$ cat config.mk
export PLATFORM = sky130hd
export DESIGN_NAME = spi_frame_master
export DESIGN_NICKNAME = d
export VERILOG_FILES = /design/src/rtl/spi_frame_master.sv
export SDC_FILE = /design/constraint.sdc
export NUM_CORES = 1
export LEC_CHECK = 0
export CORE_MARGIN = 1.5
export CORE_UTILIZATION = 35
export CTS_CLUSTER_SIZE = 10
export DETAILED_ROUTE_END_ITERATION = 6
export PLACE_DENSITY = 0.61
export SLEW_MARGIN = 20
export SYNTH_ARGS = -nofsm -noshare
export SYNTH_HDL_FRONTEND = slang
export SYNTH_SLANG_ARGS = --single-unit
$ cat constraint.sdc
create_clock -name clk -period 6.2 [get_ports clk]
set_input_delay 1.55 -clock clk [delete_from_list [all_inputs] [get_ports clk]]
set_output_delay 1.55 -clock clk [all_outputs]
set_load 0.05 [all_outputs]
$ cat src/rtl/spi_frame_master.sv
// rtl/spi_frame_master.sv - SPI mode-3 frame master with power-up wake pulse and periodic sensor poll.
// Host frames of 1..MAX_BYTES bytes; autonomous 2-byte poll frames drive poll_byte/alarm.
module spi_frame_master #(
  parameter int         CLK_DIV      = 2,
  parameter int         MAX_BYTES    = 4,
  parameter int         PWRUP_CYCLES = 93750,
  parameter int         POLL_PERIOD  = 1562500,
  parameter logic [7:0] POLL_CMD     = 8'hFA,
  parameter logic [7:0] THRESHOLD    = 8'h84
) (
  input  logic                   clk,
  input  logic                   rst,
  input  logic                   start,
  input  logic [2:0]             tx_len,
  input  logic [8*MAX_BYTES-1:0] tx_data,
  input  logic                   poll_en,
  output logic                   busy,
  output logic                   done,
  output logic [8*MAX_BYTES-1:0] rx_data,
  output logic [7:0]             poll_byte,
  output logic                   alarm,
  output logic                   sck,
  output logic                   mosi,
  output logic                   cs_n,
  input  logic                   miso
);

  localparam int W  = 8 * MAX_BYTES;
  localparam int DW = (CLK_DIV > 1) ? $clog2(CLK_DIV) : 1;
  localparam int PW = $clog2(PWRUP_CYCLES + 1);
  localparam int TW = $clog2(POLL_PERIOD + 1);
  localparam logic [DW-1:0] DIV_LAST  = DW'(CLK_DIV - 1);
  localparam logic [PW-1:0] PWR_LAST  = PW'(PWRUP_CYCLES - 1);
  localparam logic [TW-1:0] POLL_LAST = TW'(POLL_PERIOD - 1);
  localparam logic [2:0]    MAX_LEN   = 3'(MAX_BYTES);

  typedef enum logic [2:0] {
    S_PWRUP,
    S_WAKE,
    S_IDLE,
    S_SHIFT,
    S_HOLD
  } state_t;

  state_t        state, state_nx;
  logic [PW-1:0] pwr_cnt;
  logic [TW-1:0] poll_timer;
  logic [DW-1:0] div_cnt;
  logic          phase;
  logic [2:0]    bit_idx;
  logic [2:0]    byte_idx;
  logic [2:0]    last_byte;
  logic          is_poll;
  logic [W-1:0]  tx_buf;
  logic [7:0]    tx_sr;
  logic [7:0]    rx_bytes [MAX_BYTES];
  logic [7:0]    poll_sr;

  logic       div_end, bit_end, last_bit, accept, poll_due, poll_go, hold_end;
  logic [2:0] nxt_byte;

  always_comb begin
    div_end  = (div_cnt == DIV_LAST);
    bit_end  = div_end && phase;
    last_bit = bit_end && (bit_idx == 3'd7) && (byte_idx == last_byte);
    accept   = (state == S_IDLE) && start && (tx_len != 3'd0);
    poll_due = (poll_timer == POLL_LAST);
    poll_go  = (state == S_IDLE) && !accept && poll_en && poll_due;
    hold_end = (state == S_HOLD) && div_end;
    nxt_byte = byte_idx + 3'd1;
  end

  always_ff @(posedge clk or posedge rst) begin
    if (rst) state <= S_PWRUP;
    else     state <= state_nx;
  end

  always_comb begin
    state_nx = state;
    case (state)
      S_PWRUP: if (pwr_cnt == PWR_LAST) state_nx = S_WAKE;
      S_WAKE:  state_nx = S_IDLE;
      S_IDLE:  if (accept || poll_go) state_nx = S_SHIFT;
      S_SHIFT: if (last_bit) state_nx = S_HOLD;
      S_HOLD:  if (div_end) state_nx = S_IDLE;
      default: state_nx = S_PWRUP;
    endcase
  end

  // Pins are decoded straight from registered state so an async reset idles them at once.
  always_comb begin
    cs_n = 1'b1;
    sck  = 1'b1;
    mosi = 1'b1;
    busy = 1'b1;
    case (state)
      S_WAKE:  cs_n = 1'b0;
      S_IDLE:  busy = 1'b0;
      S_SHIFT: begin
        cs_n = 1'b0;
        sck  = phase;
        mosi = tx_sr[7];
      end
      S_HOLD: begin
        cs_n = 1'b0;
        mosi = tx_sr[7];
      end
      default: ;
    endcase
  end

  always_ff @(posedge clk or posedge rst) begin
    if (rst) begin
      pwr_cnt    <= '0;
      poll_timer <= '0;
    end else begin
      if (state == S_PWRUP) pwr_cnt <= pwr_cnt + 1'b1;
      // Timer freezes outside IDLE, so an expiry lost to a host frame is served right after it.
      if (!poll_en)                         poll_timer <= '0;
      else if (hold_end && is_poll)         poll_timer <= '0;
      else if (state == S_IDLE && !poll_due) poll_timer <= poll_timer + 1'b1;
    end
  end

  always_ff @(posedge clk or posedge rst) begin
    if (rst) begin
      div_cnt   <= '0;
      phase     <= 1'b0;
      bit_idx   <= '0;
      byte_idx  <= '0;
      last_byte <= '0;
      is_poll   <= 1'b0;
      tx_buf    <= '0;
      tx_sr     <= 8'hFF;
      poll_sr   <= '0;
      done      <= 1'b0;
      rx_data   <= '0;
      poll_byte <= '0;
      alarm     <= 1'b0;
      for (int k = 0; k < MAX_BYTES; k++) rx_bytes[k] <= '0;
    end else begin
      done <= 1'b0;
      if (accept || poll_go) begin
        div_cnt  <= '0;
        phase    <= 1'b0;
        bit_idx  <= '0;
        byte_idx <= '0;
        is_poll  <= poll_go;
        if (accept) begin
          tx_buf    <= tx_data;
          tx_sr     <= tx_data[7:0];
          last_byte <= (tx_len > MAX_LEN) ? (MAX_LEN - 3'd1) : (tx_len - 3'd1);
          for (int k = 0; k < MAX_BYTES; k++) rx_bytes[k] <= '0;
        end else begin
          tx_sr     <= POLL_CMD;
          last_byte <= 3'd1;
        end
      end else if (state == S_SHIFT) begin
        div_cnt <= div_end ? '0 : div_cnt + 1'b1;
        if (div_end) phase <= !phase;
        if (div_end && !phase) begin
          poll_sr <= {poll_sr[6:0], miso};
          if (!is_poll)
            for (int k = 0; k < MAX_BYTES; k++)
              if (byte_idx == 3'(k)) rx_bytes[k][~bit_idx] <= miso;
        end
        if (bit_end && !last_bit) begin
          bit_idx <= bit_idx + 3'd1;
          if (bit_idx == 3'd7) begin
            byte_idx <= nxt_byte;
            // Poll read byte keeps mosi high.
            if (is_poll) tx_sr <= 8'hFF;
            else
              for (int k = 0; k < MAX_BYTES; k++)
                if (nxt_byte == 3'(k)) tx_sr <= tx_buf[8*k +: 8];
          end else begin
            tx_sr <= {tx_sr[6:0], 1'b1};
          end
        end
      end else if (state == S_HOLD) begin
        div_cnt <= div_end ? '0 : div_cnt + 1'b1;
        if (div_end) begin
          if (is_poll) begin
            poll_byte <= poll_sr;
            alarm     <= (poll_sr > THRESHOLD);
          end else begin
            done <= 1'b1;
            for (int k = 0; k < MAX_BYTES; k++) rx_data[8*k +: 8] <= rx_bytes[k];
          end
        end
      end
    end
  end

endmodule

==> metrics.cfg, run 1 <==
[setup_path]
startpoint_type=flop
critical_path.cell_chain=nor3b_4 -> inv_2 -> clkdlybuf4s50_1
critPathKind=reg -> out
path_max_fanout=12
critPathCaptureType=output port
cp_slowest_stage_delay_ns=0.74
critPathArrivalTime_ns=2.38
required_ns=4.65
cpLargestDelayFamily=buffers and inverters
critical_path.slowest_cell=clkdlybuf4s50_1
crit_buf_inv=2
r2r_slack_ns=3.39

[timing]
maxSlewViolCount=0
min_period_ns=3.930
worst_pin_slew_ns=1.109
slew_headroom=0.2604
setup_viol=0
max_freq_mhz=254.5
fin_hold_ws_ns=0.4687
rsz0062_at_grt=no
fin_setup_tns_ns=0
finClkSkew_ns=0.01208
period_share=0.6339
finalHoldViolCount=0

[synthesis]
synth_xor_area_frac=0.02802
syn_area_per_cell_sq_um=10.50
synth_top_family_by_area=simple AND/OR/NAND/NOR gates
yosys.area_share.adder=0.02001
synth-compound-area-share=0.1413
syn-num-nets=827
synth_edf_count=0
ys_ff_latch=175
synthMuxAreaShare=0.07512
netlist_area_sq_um=8128
syn-instance-count=774
ys_types=62
yosys.area_share.simple=0.1707
yosysSeqAreaShare=0.5400
ys_async_sr_fraction=1.000
ys.flop_type=dfrtp_1
ys_warn_count=0

[clocking]
cts_buffer_depth=2
cts_tree=built
h-tree-depth=4
hold_buffers=0
path_clk_slew_ns=0.06
ctsRootBufferMaster=clkbuf_16
clock_latency_ns=0.43
cts.sinks=175
cts_setup_buffers=0
cts_resized=0
numCtsBuffers=17

[global_routing]
grt_pass1_wl_um=31130
grt_pass1_vias=5855
grt-ovfl-total=0
antenna_found_initial=0
grt_usage=0.1644
grt_max_degree=176

[cells_and_area]
diodes=0
drive_above_1_share=0.1254
synthToLayoutAreaGrowth_pct=21.47
fillers=2187
final_cell_mix=167 x dfrtp_1, 145 x nand2_1, 85 x clkdlybuf4s50_1
final_nets=901
utilization=0.4348
final_common_cell=dfrtp_1
final_design_area_no_fill_sq_um=9873

[placement]
placed_cell_area_sq_um=9266
gp_congestion=0.8249
port_buffers=85
hpwl_um=12870

[power]
vdd_drop_max_mv=0.1926
leakagePower_nw=4.279
p_total_mw=3.658
power_density_nw_per_um2=370.5

[detailed_routing]
avgRoutedWirePerCell_um=16.42
routed_wl_um=18820
via_per_inst=5.281
dr.pass1.iters=4
drtAntennaViolNets=0
drt_iter0_markers=369
vias=6052
drc=0

[floorplanning]
io_pins=86
dieArea_sq_um=24150
coreArea_sq_um=22710
fp.dieH_um=155.4
initial_utilization=0.3579
fp.dieW_um=155.4
row_count=55

[outcome]
status=completed

[min_path]
hold_class=reg -> reg

[flow_run]
cap_violations=0

layer usage:
metal | track usage | vias up | routed length [um] | part of all wire
met2 | 0.2462 | 141 | 8526 | 0.45
met1 | 0.2369 | 2964 | 9319 | 0.50
met3 | 0.03510 | 18 | 714 | 0.038
li1 | - | 2929 | - | -
met5 | 0 | - | 0 | 0
met4 | 0.05306 | 0 | 257 | 0.014
Yosys cell counts (7+ instances only):
master    instances  share of area
nor3_1            8         0.0049
nand3_1          22          0.014
o211ai_1         48          0.044
nand4_1           8         0.0062
nor2_1           30          0.014
xor2_1            9         0.0097
a21oi_1          25          0.015
mux2_2           48          0.067
a21boi_1          7         0.0065
o21ai_0          40          0.025
xnor2_1          17          0.018
clkbuf_1         28          0.013
or4_1             9         0.0083
nand2b_1         10         0.0077
ha_1             13          0.020
nor3b_1           8         0.0074
dfrtp_1         167           0.51
a31oi_1          10         0.0077
inv_1            16         0.0074
dfstp_2           8          0.026
mux2i_1           7         0.0086
nand2_1         145          0.067
where the power goes:
part | total, mW | internal, mW | switching, mW
Combinational | 0.961 | 0.382 | 0.579
Sequential | 1.59 | 1.40 | 0.192
Clock | 1.10 | 0.649 | 0.454
Total | 3.66 | 2.43 | 1.22
cell families (layout without fill, tap and decap cells):
group	after synthesis	count (layout)
AOI/OAI and AO/OA	169	169
xor gates and xnor gates	26	26
adders and majority gates	13	13
buffers and inverters	53	140
DFF	175	175
muxes	55	55
and+or+nand+nor	283	283
area by class of cell:
cell class / instances / area, sq um / area share
inverter: 17 / 67.56 / 0.006843
clock inverter: 12 / 160.2 / 0.01622
clock buffer: 20 / 446.7 / 0.04524
tap: 285 / 356.6 / 0.03612
multi-input combinational: 546 / 3545 / 0.3590
timing repair buffer: 91 / 908.4 / 0.09200
sequential: 175 / 4389 / 0.4446
worst paths after layout:
path,cells past startpoint,start,to
max,3,state[2],busy
min,1,pwr_cnt[11],pwr_cnt[11]
max reg2reg,6,state[2],byte_idx[2]
min reg2reg,1,pwr_cnt[11],pwr_cnt[11]
max in group asynchronous,3,rst,rx_data[16]
min in group asynchronous,3,rst,rx_data[11]
through the flow:
stage               setup slack, ns  instances
floorplan                     2.418        774
global placement              2.052       1114
detailed placement            1.952       1114
CTS                           2.239       1146
global route                  2.162       1146
finish                        2.270       1146
registers in the layout, summed over array words and instances, names as in the netlist, 8 cells and up:
signal,cells
tx_buf,32
pwr_cnt,17
tx_sr,8
rx_bytes,32
poll_byte,8
poll_timer,21
poll_sr,8
rx_data,32
Note: power is estimated with default switching activity, not from simulation.
==> run 2, diff against run 1 <==
--- a/config.mk
+++ b/config.mk
@@ -9,7 +9,7 @@
 export CORE_UTILIZATION = 35
 export CTS_CLUSTER_SIZE = 10
 export DETAILED_ROUTE_END_ITERATION = 6
-export PLACE_DENSITY = 0.61
+export PLACE_DENSITY = 0.59
 export SLEW_MARGIN = 20
 export SYNTH_ARGS = -nofsm -noshare
 export SYNTH_HDL_FRONTEND = slang
==> constraint.sdc (replaced) <==
create_clock -name clk -period 4 [get_ports clk]
set_input_delay 1 -clock clk [delete_from_list [all_inputs] [get_ports clk]]
set_output_delay 1 -clock clk [all_outputs]
set_load 0.05 [all_outputs]
==> run 2 against run 1 <==
Against the previous run:
- via count fell by 0.18%
- final cell count increased by 0.35%
- critical path depth did not move
- clock power increased by 52%
- combinational power rose by 57%
- final area grew 0.33%
- critical path type unchanged
==> metrics.cfg, run 2 (synthesis gave the netlist of run 1 again) <==
[timing]
worst_pin_slew_ns=0.9077
setup_ws_ns=0.5793
slew_headroom=0.3893
rsz0062_at_grt=no
setup_viol=0
max_freq_mhz=292.3
period_share=0.8552
finClkSkew_ns=0.01152
fin_setup_tns_ns=0
min_period_ns=3.421
finalHoldViolCount=0
maxSlewViolCount=0

[floorplanning]
fp.dieW_um=155.4
dieArea_sq_um=24150
row_count=55
io_pins=86
fp.dieH_um=155.4
initial_utilization=0.3579
coreArea_sq_um=22710

[placement]
pre_cts_ws_ns=0.4688
hpwl_um=13300
gp_congestion=0.8072
port_buffers=85
place_inst=1118

[global_routing]
grt_pass1_vias=6003
grt_pass1_wl_um=32200
antenna_found_initial=0
grt_usage=0.1689
grt_max_degree=96
grt-ovfl-total=0

[clocking]
hold_buffers=0
clock_latency_ns=0.43
cts_resized=0
path_clk_slew_ns=0.06
ctsRootBufferMaster=clkbuf_16
cts_buffer_depth=2
cts_setup_buffers=0
h-tree-depth=4
cts.sinks=175
numCtsBuffers=17
cts_tree=built

[detailed_routing]
drtAntennaViolNets=0
dr.pass1.iters=4
drc=0
avgRoutedWirePerCell_um=16.73
via_per_inst=5.253
routed_wl_um=19230
vias=6041
drt_iter0_markers=400

[power]
power_density_nw_per_um2=570.7
leakagePower_nw=4.285
vdd_drop_max_mv=0.2568

[setup_path]
critPathCaptureType=output port
cpLargestDelayFamily=buffers and inverters
required_ns=3.00
critPathArrivalTime_ns=2.42
critical_path.slowest_cell=clkdlybuf4s50_1
critical_path.cell_chain=nor3b_4 -> inv_2 -> clkdlybuf4s50_1
startpoint_type=flop
critPathKind=reg -> out
cp_slowest_stage_delay_ns=0.75
crit_buf_inv=2
path_max_fanout=12

[cells_and_area]
diodes=0
fillers=2151
synthToLayoutAreaGrowth_pct=21.87
reg.largest.list=rx_bytes x32, rx_data x32, tx_buf x32
final_common_cell=dfrtp_1
drive_above_1_share=0.1283
final_nets=905
stdcell_count=1150
final_cell_mix=167 x dfrtp_1, 145 x nand2_1, 85 x clkdlybuf4s50_1

[outcome]
status=completed

[flow_run]
cap_violations=0

[min_path]
hold_class=reg -> reg

-- run 2: area by class of cell --
class | count | area, sq um | share of cell area
clock inverters | 11 | 133.9 | 0.01352
clock buffers | 21 | 450.4 | 0.04547
inverters | 17 | 67.56 | 0.006821
multi-input cells | 546 | 3545 | 0.3578
repair buffers | 95 | 963.4 | 0.09726
well taps | 285 | 356.6 | 0.03600
flip-flops and latches | 175 | 4389 | 0.4431
-- run 2: worst paths after layout --
path                        startpoint             end  slack (ns)  cells past startpoint
setup reg to reg              state[2]     byte_idx[2]        1.24                      6
max in group asynchronous          rst        tx_sr[5]        2.46                      3
hold reg to reg            pwr_cnt[11]     pwr_cnt[11]        0.47                      1
min in group asynchronous          rst  poll_timer[19]        1.05                      3
setup / recovery              state[2]            busy        0.58                      3
hold / removal             pwr_cnt[11]     pwr_cnt[11]        0.47                      1
-- run 2: power by group --
| part | total [mW] | internal (mW) | switching (mW) |
|---|---|---|---|
| Combinational | 1.51 | 0.607 | 0.905 |
| Sequential | 2.47 | 2.17 | 0.301 |
| Clock | 1.67 | 0.946 | 0.721 |
| Total | 5.65 | 3.73 | 1.93 |
-- run 2: routing by layer --
layer  routed length [um]  global-route usage  up-vias
met4                  359             0.06077        0
met1                 9312              0.2395     2919
met2                 8834              0.2606      155
met3                  727             0.02813       27
li1                     -                   -     2940
met5                    0                   0        -
-- run 2: stage by stage --
step | power (mW) | instance area, sq um | util | hold WS (ns)
after floorplan | 3.530 | 8132 | - | 0.4348
after global placement | 3.986 | 9321 | 0.4105 | 0.4520
after detailed placement | 4.020 | 9321 | 0.4105 | 0.4524
after CTS | 5.696 | 9906 | 0.4362 | 0.4672
after global routing | 6.002 | 9906 | 0.4362 | 0.4817
final | 5.653 | 9906 | 0.4362 | 0.4657
